<file path="src/rtl/div_func_unit_pkg.sv">
// Shared types for the integer divide unit: op encoding, branch tags, CDB payload,
// the divider FSM states and the branch-kill rule.
package rv32i_types;

  localparam int DIV_ITERATIONS = 32;
  localparam int BR_TAG_W       = 4;

  // div_op = {signed, remainder}
  typedef enum logic [1:0] {
    DIVU = 2'b00,
    REMU = 2'b01,
    DIV  = 2'b10,
    REM  = 2'b11
  } div_op_t;

  localparam int DIV_OP_SIGNED = 1;
  localparam int DIV_OP_REM    = 0;

  typedef struct packed {
    logic                sign;
    logic [BR_TAG_W-1:0] tag;
  } branch_tag_t;

  typedef struct packed {
    logic        req;
    logic [31:0] value;
  } CDB_output_t;

  typedef enum logic [1:0] {
    IDLE = 2'b00,
    BUSY = 2'b01,
    DONE = 2'b10
  } div_state_t;

  // Same-sign flush kills ops on or under the flushed path; opposite sign kills
  // ops whose own tag is contained in the flushed tag.
  function automatic logic br_killed(branch_tag_t op_tag, branch_tag_t ft);
    if (op_tag.sign == ft.sign) return (op_tag.tag & ft.tag) == ft.tag;
    return (op_tag.tag & ft.tag) == op_tag.tag;
  endfunction

  function automatic logic [31:0] abs32(logic [31:0] v);
    return v[31] ? (~v + 32'd1) : v;
  endfunction

endpackage

</file>
<file path="src/rtl/div_func_unit_core.sv">
// Radix-2 restoring divide datapath on unsigned magnitudes plus the iteration counter.
// The next-step quotient/remainder are exported so the top can sign-correct on the last step.
module div_iter_core
  import rv32i_types::*;
(
  input  logic        clk_i,
  input  logic        rst_ni,
  input  logic        load_i,
  input  logic        step_i,
  input  logic        abort_i,
  input  logic [31:0] dividend_i,
  input  logic [31:0] divisor_i,
  output logic        last_o,
  output logic [31:0] quo_nxt_o,
  output logic [31:0] rem_nxt_o
);

  localparam int CNT_W = $clog2(DIV_ITERATIONS);

  logic [CNT_W-1:0] cnt_q, cnt_d;
  logic [31:0]      quo_q, quo_d;
  logic [31:0]      rem_q, rem_d;
  logic [31:0]      dvs_q, dvs_d;
  logic [32:0]      shifted;
  logic             fits;

  // The partial remainder is always below the divisor, so the difference fits 32 bits.
  always_comb begin
    shifted   = {rem_q, quo_q[31]};
    fits      = shifted >= {1'b0, dvs_q};
    rem_nxt_o = fits ? (shifted[31:0] - dvs_q) : shifted[31:0];
    quo_nxt_o = {quo_q[30:0], fits};
    last_o    = cnt_q == CNT_W'(DIV_ITERATIONS - 1);
  end

  always_comb begin
    cnt_d = cnt_q;
    quo_d = quo_q;
    rem_d = rem_q;
    dvs_d = dvs_q;
    if (load_i) begin
      cnt_d = '0;
      quo_d = dividend_i;
      rem_d = '0;
      dvs_d = divisor_i;
    end else if (abort_i) begin
      cnt_d = '0;
    end else if (step_i) begin
      cnt_d = cnt_q + CNT_W'(1);
      quo_d = quo_nxt_o;
      rem_d = rem_nxt_o;
    end
  end

  always_ff @(posedge clk_i) begin
    if (!rst_ni) begin
      cnt_q <= '0;
      quo_q <= '0;
      rem_q <= '0;
      dvs_q <= '0;
    end else begin
      cnt_q <= cnt_d;
      quo_q <= quo_d;
      rem_q <= rem_d;
      dvs_q <= dvs_d;
    end
  end

endmodule

</file>
<file path="src/rtl/div_func_unit.sv">
// Fixed-latency 32-bit divide unit: accepts one op, iterates 32 cycles, holds the
// result on the CDB until granted; branch flushes can kill it at any point.
module div_func_unit
  import rv32i_types::*;
#(
  parameter int ROB_WIDTH = 3
) (
  input  logic                 clk,
  input  logic                 rst,
  input  logic                 flush,
  input  branch_tag_t          flush_tag,
  input  logic                 issue,
  input  logic [31:0]          operand1,
  input  logic [31:0]          operand2,
  input  branch_tag_t          br_tag_in,
  input  logic [ROB_WIDTH-1:0] dest_ROB_in,
  input  logic [1:0]           div_op,
  output logic                 running,
  output logic                 cdb_req,
  input  logic                 cdb_grant,
  output logic [31:0]          rd_v,
  output logic [ROB_WIDTH-1:0] dest_ROB_out,
  output branch_tag_t          br_tag_out
);

  div_state_t           state_q, state_d;
  branch_tag_t          tag_q, tag_d;
  logic [ROB_WIDTH-1:0] rob_q, rob_d;
  logic                 is_rem_q, is_rem_d;
  logic                 quo_neg_q, quo_neg_d;
  logic                 rem_neg_q, rem_neg_d;
  logic                 div0_q, div0_d;
  CDB_output_t          cdb_q, cdb_d;

  logic        kill_issue, kill_cur, accept, step, abort, finish, last;
  logic        op_signed;
  logic [31:0] opa, opb, quo_nxt, rem_nxt, quo_fin, rem_fin;

  always_comb begin
    op_signed  = div_op[DIV_OP_SIGNED];
    kill_issue = flush && br_killed(br_tag_in, flush_tag);
    kill_cur   = flush && br_killed(tag_q, flush_tag);
    accept     = (state_q == IDLE) && issue && !kill_issue;
    step       = (state_q == BUSY) && !kill_cur;
    abort      = (state_q != IDLE) && kill_cur;
    finish     = step && last;
    opa        = op_signed ? abs32(operand1) : operand1;
    opb        = op_signed ? abs32(operand2) : operand2;
  end

  div_iter_core u_core (
    .clk_i      (clk),
    .rst_ni     (rst),
    .load_i     (accept),
    .step_i     (step),
    .abort_i    (abort),
    .dividend_i (opa),
    .divisor_i  (opb),
    .last_o     (last),
    .quo_nxt_o  (quo_nxt),
    .rem_nxt_o  (rem_nxt)
  );

  // Divide-by-zero quotient is all ones regardless of signs; the remainder path
  // already yields |dividend| and only needs the dividend's sign restored.
  always_comb begin
    quo_fin = div0_q ? 32'hFFFF_FFFF : (quo_neg_q ? (~quo_nxt + 32'd1) : quo_nxt);
    rem_fin = rem_neg_q ? (~rem_nxt + 32'd1) : rem_nxt;
  end

  always_comb begin
    state_d   = state_q;
    tag_d     = tag_q;
    rob_d     = rob_q;
    is_rem_d  = is_rem_q;
    quo_neg_d = quo_neg_q;
    rem_neg_d = rem_neg_q;
    div0_d    = div0_q;
    cdb_d     = cdb_q;

    unique case (state_q)
      IDLE: if (accept) state_d = BUSY;
      BUSY: begin
        if (kill_cur)  state_d = IDLE;
        else if (last) state_d = DONE;
      end
      DONE: if (kill_cur || cdb_grant) state_d = IDLE;
      default: state_d = IDLE;
    endcase

    if (accept) begin
      tag_d     = br_tag_in;
      rob_d     = dest_ROB_in;
      is_rem_d  = div_op[DIV_OP_REM];
      quo_neg_d = op_signed && (operand1[31] ^ operand2[31]);
      rem_neg_d = op_signed && operand1[31];
      div0_d    = operand2 == 32'd0;
    end

    cdb_d.req = state_d == DONE;
    if (finish) cdb_d.value = is_rem_q ? rem_fin : quo_fin;
  end

  always_ff @(posedge clk) begin
    if (!rst) begin
      state_q   <= IDLE;
      tag_q     <= '0;
      rob_q     <= '0;
      is_rem_q  <= 1'b0;
      quo_neg_q <= 1'b0;
      rem_neg_q <= 1'b0;
      div0_q    <= 1'b0;
      cdb_q     <= '0;
    end else begin
      state_q   <= state_d;
      tag_q     <= tag_d;
      rob_q     <= rob_d;
      is_rem_q  <= is_rem_d;
      quo_neg_q <= quo_neg_d;
      rem_neg_q <= rem_neg_d;
      div0_q    <= div0_d;
      cdb_q     <= cdb_d;
    end
  end

  assign running      = state_q != IDLE;
  assign cdb_req      = cdb_q.req;
  assign rd_v         = cdb_q.value;
  assign dest_ROB_out = rob_q;
  assign br_tag_out   = tag_q;

endmodule

</file>
<file path="config.mk">
export PLATFORM = sky130hd
export DESIGN_NAME = div_func_unit
export DESIGN_NICKNAME = d
export VERILOG_FILES = /design/src/rtl/div_func_unit_pkg.sv /design/src/rtl/div_func_unit_core.sv /design/src/rtl/div_func_unit.sv
export SDC_FILE = /design/constraint.sdc
export NUM_CORES = 1
export LEC_CHECK = 0
export CAP_MARGIN = 20
export CORE_AREA = 2 2 204 146
export CTS_CLUSTER_DIAMETER = 40
export DETAILED_ROUTE_END_ITERATION = 8
export DIE_AREA = 0 0 206 148
export GPL_TIMING_DRIVEN = 0
export PLACE_DENSITY = 0.72
export SLEW_MARGIN = 20
export SYNTH_ARGS = -nofsm -noshare
export SYNTH_HDL_FRONTEND = slang
export SYNTH_SLANG_ARGS = --single-unit
export TNS_END_PERCENT = 50
</file>
<file path="constraint.sdc">
create_clock -name clk -period 4.8 [get_ports clk]
set_clock_uncertainty 0.1 [all_clocks]
set_input_delay 0.96 -clock clk [delete_from_list [all_inputs] [get_ports clk]]
set_output_delay 0.96 -clock clk [all_outputs]
set_load 0.01 [all_outputs]
</file>
Yosys cells after proc, flatten, opt, wreduce, memory -nomap -nowiden
Index checks and enable logic that the tools add are counted.
- register bits after elaboration: 148
- RAM bits: 0
- latch bits: 0
- memory bits (read-only): 0
- memories: 0
- input port bits: 84
- logic and storage cells: 84
- bitwise operators: 9
- divide/modulo/power cells: 0
- equality and inequality tests: 11
- shifts and indexed selects: 0
- magnitude comparators: 1
- multiply operators: 0
- reduce and logical (&&, ||, !) cells: 20
- mux-type cells: 23
- add/sub/neg operators: 6
- operators with widths (operator ; number):
    32-bit 2-to-1 mux ; 12
    32-bit by 1-bit adder with 32-bit output (second input constant) ; 4
    32-bit inverter ; 4
    33-bit by 32-bit >= comparator with 1-bit output ; 1
    32-bit logical NOT ; 1
    32-bit subtractor ; 1
    4-bit equality test ; 4
    1-bit logical AND ; 9
    4-bit AND ; 2
    2-bit 2-to-1 mux ; 4
    1-bit 2-to-1 mux ; 6
    2-bit case mux with 3 select lines ; 1
    5-bit by 1-bit adder with 5-bit output (second input constant) ; 1
    5-bit equality test (second input constant) ; 1
    2-bit equality test (second input constant) ; 2
    2-bit AND reduction ; 2
    2-bit nonzero test ; 2
    3-bit OR reduction ; 1
    1-bit equality test ; 2
    2-bit by 1-bit equality test with 1-bit output (second input constant) ; 1
    1-bit logical NOT ; 2
    2-bit logical NOT ; 1
    2-bit != test (second input constant) ; 1
    1-bit inverter ; 2
    other kinds (3) ; 3

Depth between registers and ports, before layout
- word-level depth: 10
- mapped depth: 24
- depth with buffers taken out: 20

Hierarchy
From an unflattened synthesis, not the netlist that was laid out.
- cell total of the unflattened synthesis: 1493
- area, all modules: 11533.6 um^2
- modules (own cells, without submodules) (module ; times used ; sequential area each (um^2) ; area an instance (um^2) ; cells an instance):
    div_iter_core ; 1 ; 2021.9 ; 6648.9 ; 848
    div_func_unit ; 1 ; 940.9 ; 4884.7 ; 645

Least setup slack after synthesis
OpenSTA, ideal clock, no wires.
- path kind: flip-flop to flip-flop
- start point: register u_core.dvs_q[4]
- end point: register cdb_q (netlist bit rd_v[30])
- arrival: 4711 ps
- data required time: 4578 ps
- stages on the path, launching flop included: 25
- library setup time: 122 ps
- path slack: -133 ps
- cells stage by stage: dfxtp_1 inv_1 ha_1 buf_6 nand2_1 a211oi_4 o2111a_1 o21ai_2 a211o_1 nand2_2 buf_2 buf_2 buf_1 nand2_1 o21ai_0 ha_1 inv_1 nor3_1 nand4_1 a22oi_2 or4b_1 nor2_1 a21oi_1 xnor2_1 a221o_1
- longest elaborated chain between the ends: 6
- elaborated cells between the ends (all ways): 11
- classes of those cells: 3 x add/sub; 1 x order compare; 5 x mux; 2 x bitwise
- ends and longest elaborated chain (what ; RTL line ; RTL):
    start: declaration ; div_func_unit_core.sv:23 ; logic [31:0] dvs_q, dvs_d;
    start signal: assignment ; div_func_unit_core.sv:65 ; dvs_q <= dvs_d;
    32-bit subtractor or 33-bit by 32-bit >= comparator with 1-bit output (tied branches) ; div_func_unit_core.sv:31, div_func_unit_core.sv:30 ;
    32-bit 2-to-1 mux or 32-bit inverter (tied branches) ; div_func_unit_core.sv:31, div_func_unit.sv:67 ;
    32-bit inverter or 32-bit by 1-bit adder with 32-bit output (tied branches) ; div_func_unit.sv:68, div_func_unit.sv:67 ;
    32-bit by 1-bit adder with 32-bit output or 32-bit 2-to-1 mux (tied branches) ; div_func_unit.sv:68, div_func_unit.sv:67 ;
    32-bit 2-to-1 mux, on equally long branches ; div_func_unit.sv:68, div_func_unit.sv:67 ;
    32-bit 2-to-1 mux * ; div_func_unit.sv:101 ; if (finish) cdb_d.value = is_rem_q ? rem_fin : quo_fin;
    end signal: assignment ; div_func_unit.sv:113 ; cdb_q <= '0;
    end signal: assignment ; div_func_unit.sv:122 ; cdb_q <= cdb_d;
    end: declaration ; div_func_unit.sv:33 ; CDB_output_t cdb_q, cdb_d;
Mark *: on every way between the ends. The rest lies on a longest branch, timed or not.
A chain may end at the register's enable or synchronous reset.

Final worst setup path
- start point: register u_core.dvs_q[19]
- end point: register cdb_q (netlist bit rd_v[22])
The elaborated chain is that of the path after synthesis.

==> impl_metrics.yaml <==
outcome:
  status: "finished clean"
timing:
  worst_slew_margin_rel_pct: 36.8
  setup_slack_ns: 0.0725
  maxSlewViolCount: 0
  period_needed_ns: 4.73
  period_share_pct: 98.5
  finalSetupTns_ns: 0
  holdWs_ns: 0.357
  tightest_slew_ns: 0.939
  setup_violations: 0
  max_freq_mhz: 212
  hold_viol: 0
global_route:
  overflow: 0
  grt_pass1_wl_um: 63300
  grt_pass1_vias: 11200
  antenna_found_initial: 0
  grt_start_max_net_pins: 20
  track_usage_pct: 26.8
setup_path:
  crit_arrival_ns: 5.01
  path_class: "flop to flop"
  path_max_fanout: 10
  regToRegStartpoint: "u_core.dvs_q[19]$_SDFFE_PN0P_"
  worstSetupStartpointType: "flop"
  crit_required_ns: 5.08
  startpoint: "u_core.dvs_q[19]$_SDFFE_PN0P_"
  reg2regPathDepth: 21
  end_kind: "flop"
power:
  p_total_w: 0.00540
  p_per_area_nw_per_um2: 379
  p_leak_nw: 5.41
  vdd_drop_max_mv: 0.238
yosys:
  synth-seq-cells: 148
  synthArstFlopShare_pct: 0
  yosys_warnings: 0
  seq_area_frac_synth_pct: 26.4
  ys.flop_type: "dfxtp_1"
  synthCells: 1491
  avgSynthCellArea_sq_um: 7.53
  synth.distinct_cells: 82
  synth_area_sq_um: 11200
  syn_nets: 1614
  synth-edff-count: 0
drt:
  ant_nets: 0
  firstDrtPassIters: 6
  remaining_drc_errors: 0
  vias: 12300
  drt_wl_total_um: 41700
  wl_per_cell_um: 20.3
  vias_per_cell: 5.99
  dr.first_iter.drc_count: 1394
clock_network:
  clkTransAtPathRegs_ns: 0.06
  h-tree-depth: 4
  clockBufferDepth: 2
  numCtsBuffers: 17
  clock_sinks: 148
  tritoncts: "done"
  cts_hold_buf: 0
  root_buffer: "clkbuf_16"
  clock_latency_ns: 0.44
floorplanning:
  rows: 52
  start_util_pct: 39.4
  die-area_sq_um: 30500
  die_h_um: 148
  io_pins: 126
  die_x_um: 206
  coreArea_sq_um: 28500
placement:
  hpwl_um: 32600
  globalplace.congestion: 0.995
  portBuffers: 124
  placed_cell_area_sq_um: 12900
  dp_slack_ns: -1.41
final_layout:
  final_cell_area_sq_um: 14300
  final_nets: 1781
  drive_gt1_share_pct: 10.3
  antennaDiodeCount: 0
  area_growth_pct: 27.1
  final_cell_mix: "nand2_1 (196), nor2_1 (149), dfxtp_1 (139)"
  layout_commonest_cell: "nand2_1"
min_path:
  worst_hold_path.num_cells: 1
  min_from: "rd_v[27]$_SDFFE_PN0P_"
  hold_path.class: "flop to flop"
flow_run:
  maxCapViolCount: 0
metal layers:
metal	vias up	GRT usage, %	wire length (um)
met5	-	0	0
met4	0	5.54	486
met3	47	7.21	5360
met2	664	37.5	16800
met1	5819	40.6	19000
li1	5749	-	-
cell families after synthesis:
group	synth area share (%)
DFF	26.4
AOI/OAI and AO/OA	27.8
buffers and inverters	5.29
and+or+nand+nor	23.0
muxes	2.27
adders and majority gates	4.41
xor gates and xnor gates	10.8
critical path, stage by stage, from the launching register on:
cell and delay [ns]:
dfxtp_1 0.35, inv_1 0.12, ha_2 0.41, nand2_2 0.13, o21ai_4 0.21, a41o_1 0.24
a21oi_2 0.09, o21a_4 0.26, nand2_4 0.09, buf_8 0.13, buf_12 0.15, mux2i_4 0.26
ha_2 0.23, inv_2 0.07, nor3_2 0.12, nand4_1 0.15, a22oi_2 0.23, or4b_4 0.54
o21ai_1 0.18, xnor2_1 0.11, a221oi_2 0.36, a21o_1 0.13
timing repair:
item,4_1_cts,5_1_grt
gates resized for setup,73,56
cloned,0,0
endpoints found under the setup margin,16,11
buffers inserted,10,18
pin swaps,7,21
Yosys cell counts (8+ instances only):
cell / number / area, sq um
nand2_1: 199 / 747
nor2_1: 152 / 571
dfxtp_1: 148 / 2960
a21oi_1: 92 / 460
clkbuf_1: 73 / 274
xnor2_1: 72 / 631
o21ai_0: 67 / 335
xor2_1: 65 / 569
inv_1: 59 / 221
ha_1: 38 / 475
nor3_1: 37 / 185
o211a_1: 32 / 320
a211oi_1: 29 / 218
nand3_1: 29 / 145
a221oi_1: 27 / 236
a311oi_1: 22 / 193
o31ai_1: 22 / 165
mux2i_1: 21 / 210
a21boi_0: 20 / 150
nor2b_1: 18 / 113
and2_1: 17 / 106
a21o_1: 16 / 120
a31oi_1: 15 / 93.8
nand4_1: 15 / 93.8
nor4_1: 15 / 93.8
o41ai_1: 15 / 131
or3_1: 14 / 87.6
or4_1: 12 / 90.1
a221o_1: 10 / 100
buf_2: 10 / 50.1
nand2b_1: 8 / 50.1
state kept, by name, indices dropped and copies added, names as in the netlist, 2 cells and up:
signal,count
br_tag_out,5
u_core.cnt_q,5
u_core.rem_q,32
dest_ROB_out,3
u_core.quo_q,32
rd_v,32
u_core.dvs_q,32
state_q,2
worst paths after layout:
check | to | slack [ns]
setup / recovery | rd_v[22]$_SDFFE_PN0P_ | 0.07
hold / removal | rd_v[27]$_SDFFE_PN0P_ | 0.36
setup reg to reg | rd_v[22]$_SDFFE_PN0P_ | 0.07
hold reg to reg | rd_v[27]$_SDFFE_PN0P_ | 0.36
per-stage QoR:
stage	cells	utilization, %
final	2049	50.0
after global routing	2049	50.0
after CTS	2033	48.7
after detailed placement	1993	45.4
after global placement	1993	45.4
after floorplan	1491	-
power breakdown:
group	switching, W	internal, W	total (W)
sequential	0.000114	0.00132	0.00143
combinational	0.00157	0.00104	0.00261
clock	0.000593	0.000774	0.00137
area by class of cell:
type	instances	area [sq um]
Clock buffer	19	433
Buffer	86	442
Sequential cell	148	2980
Timing Repair Buffer	152	1450
Clock inverter	13	149
Fill cell	2775	14200
Inverter	61	231
Tap cell	378	473
Multi-Input combinational cell	1192	8110
Power figures use the tool's default switching activity.
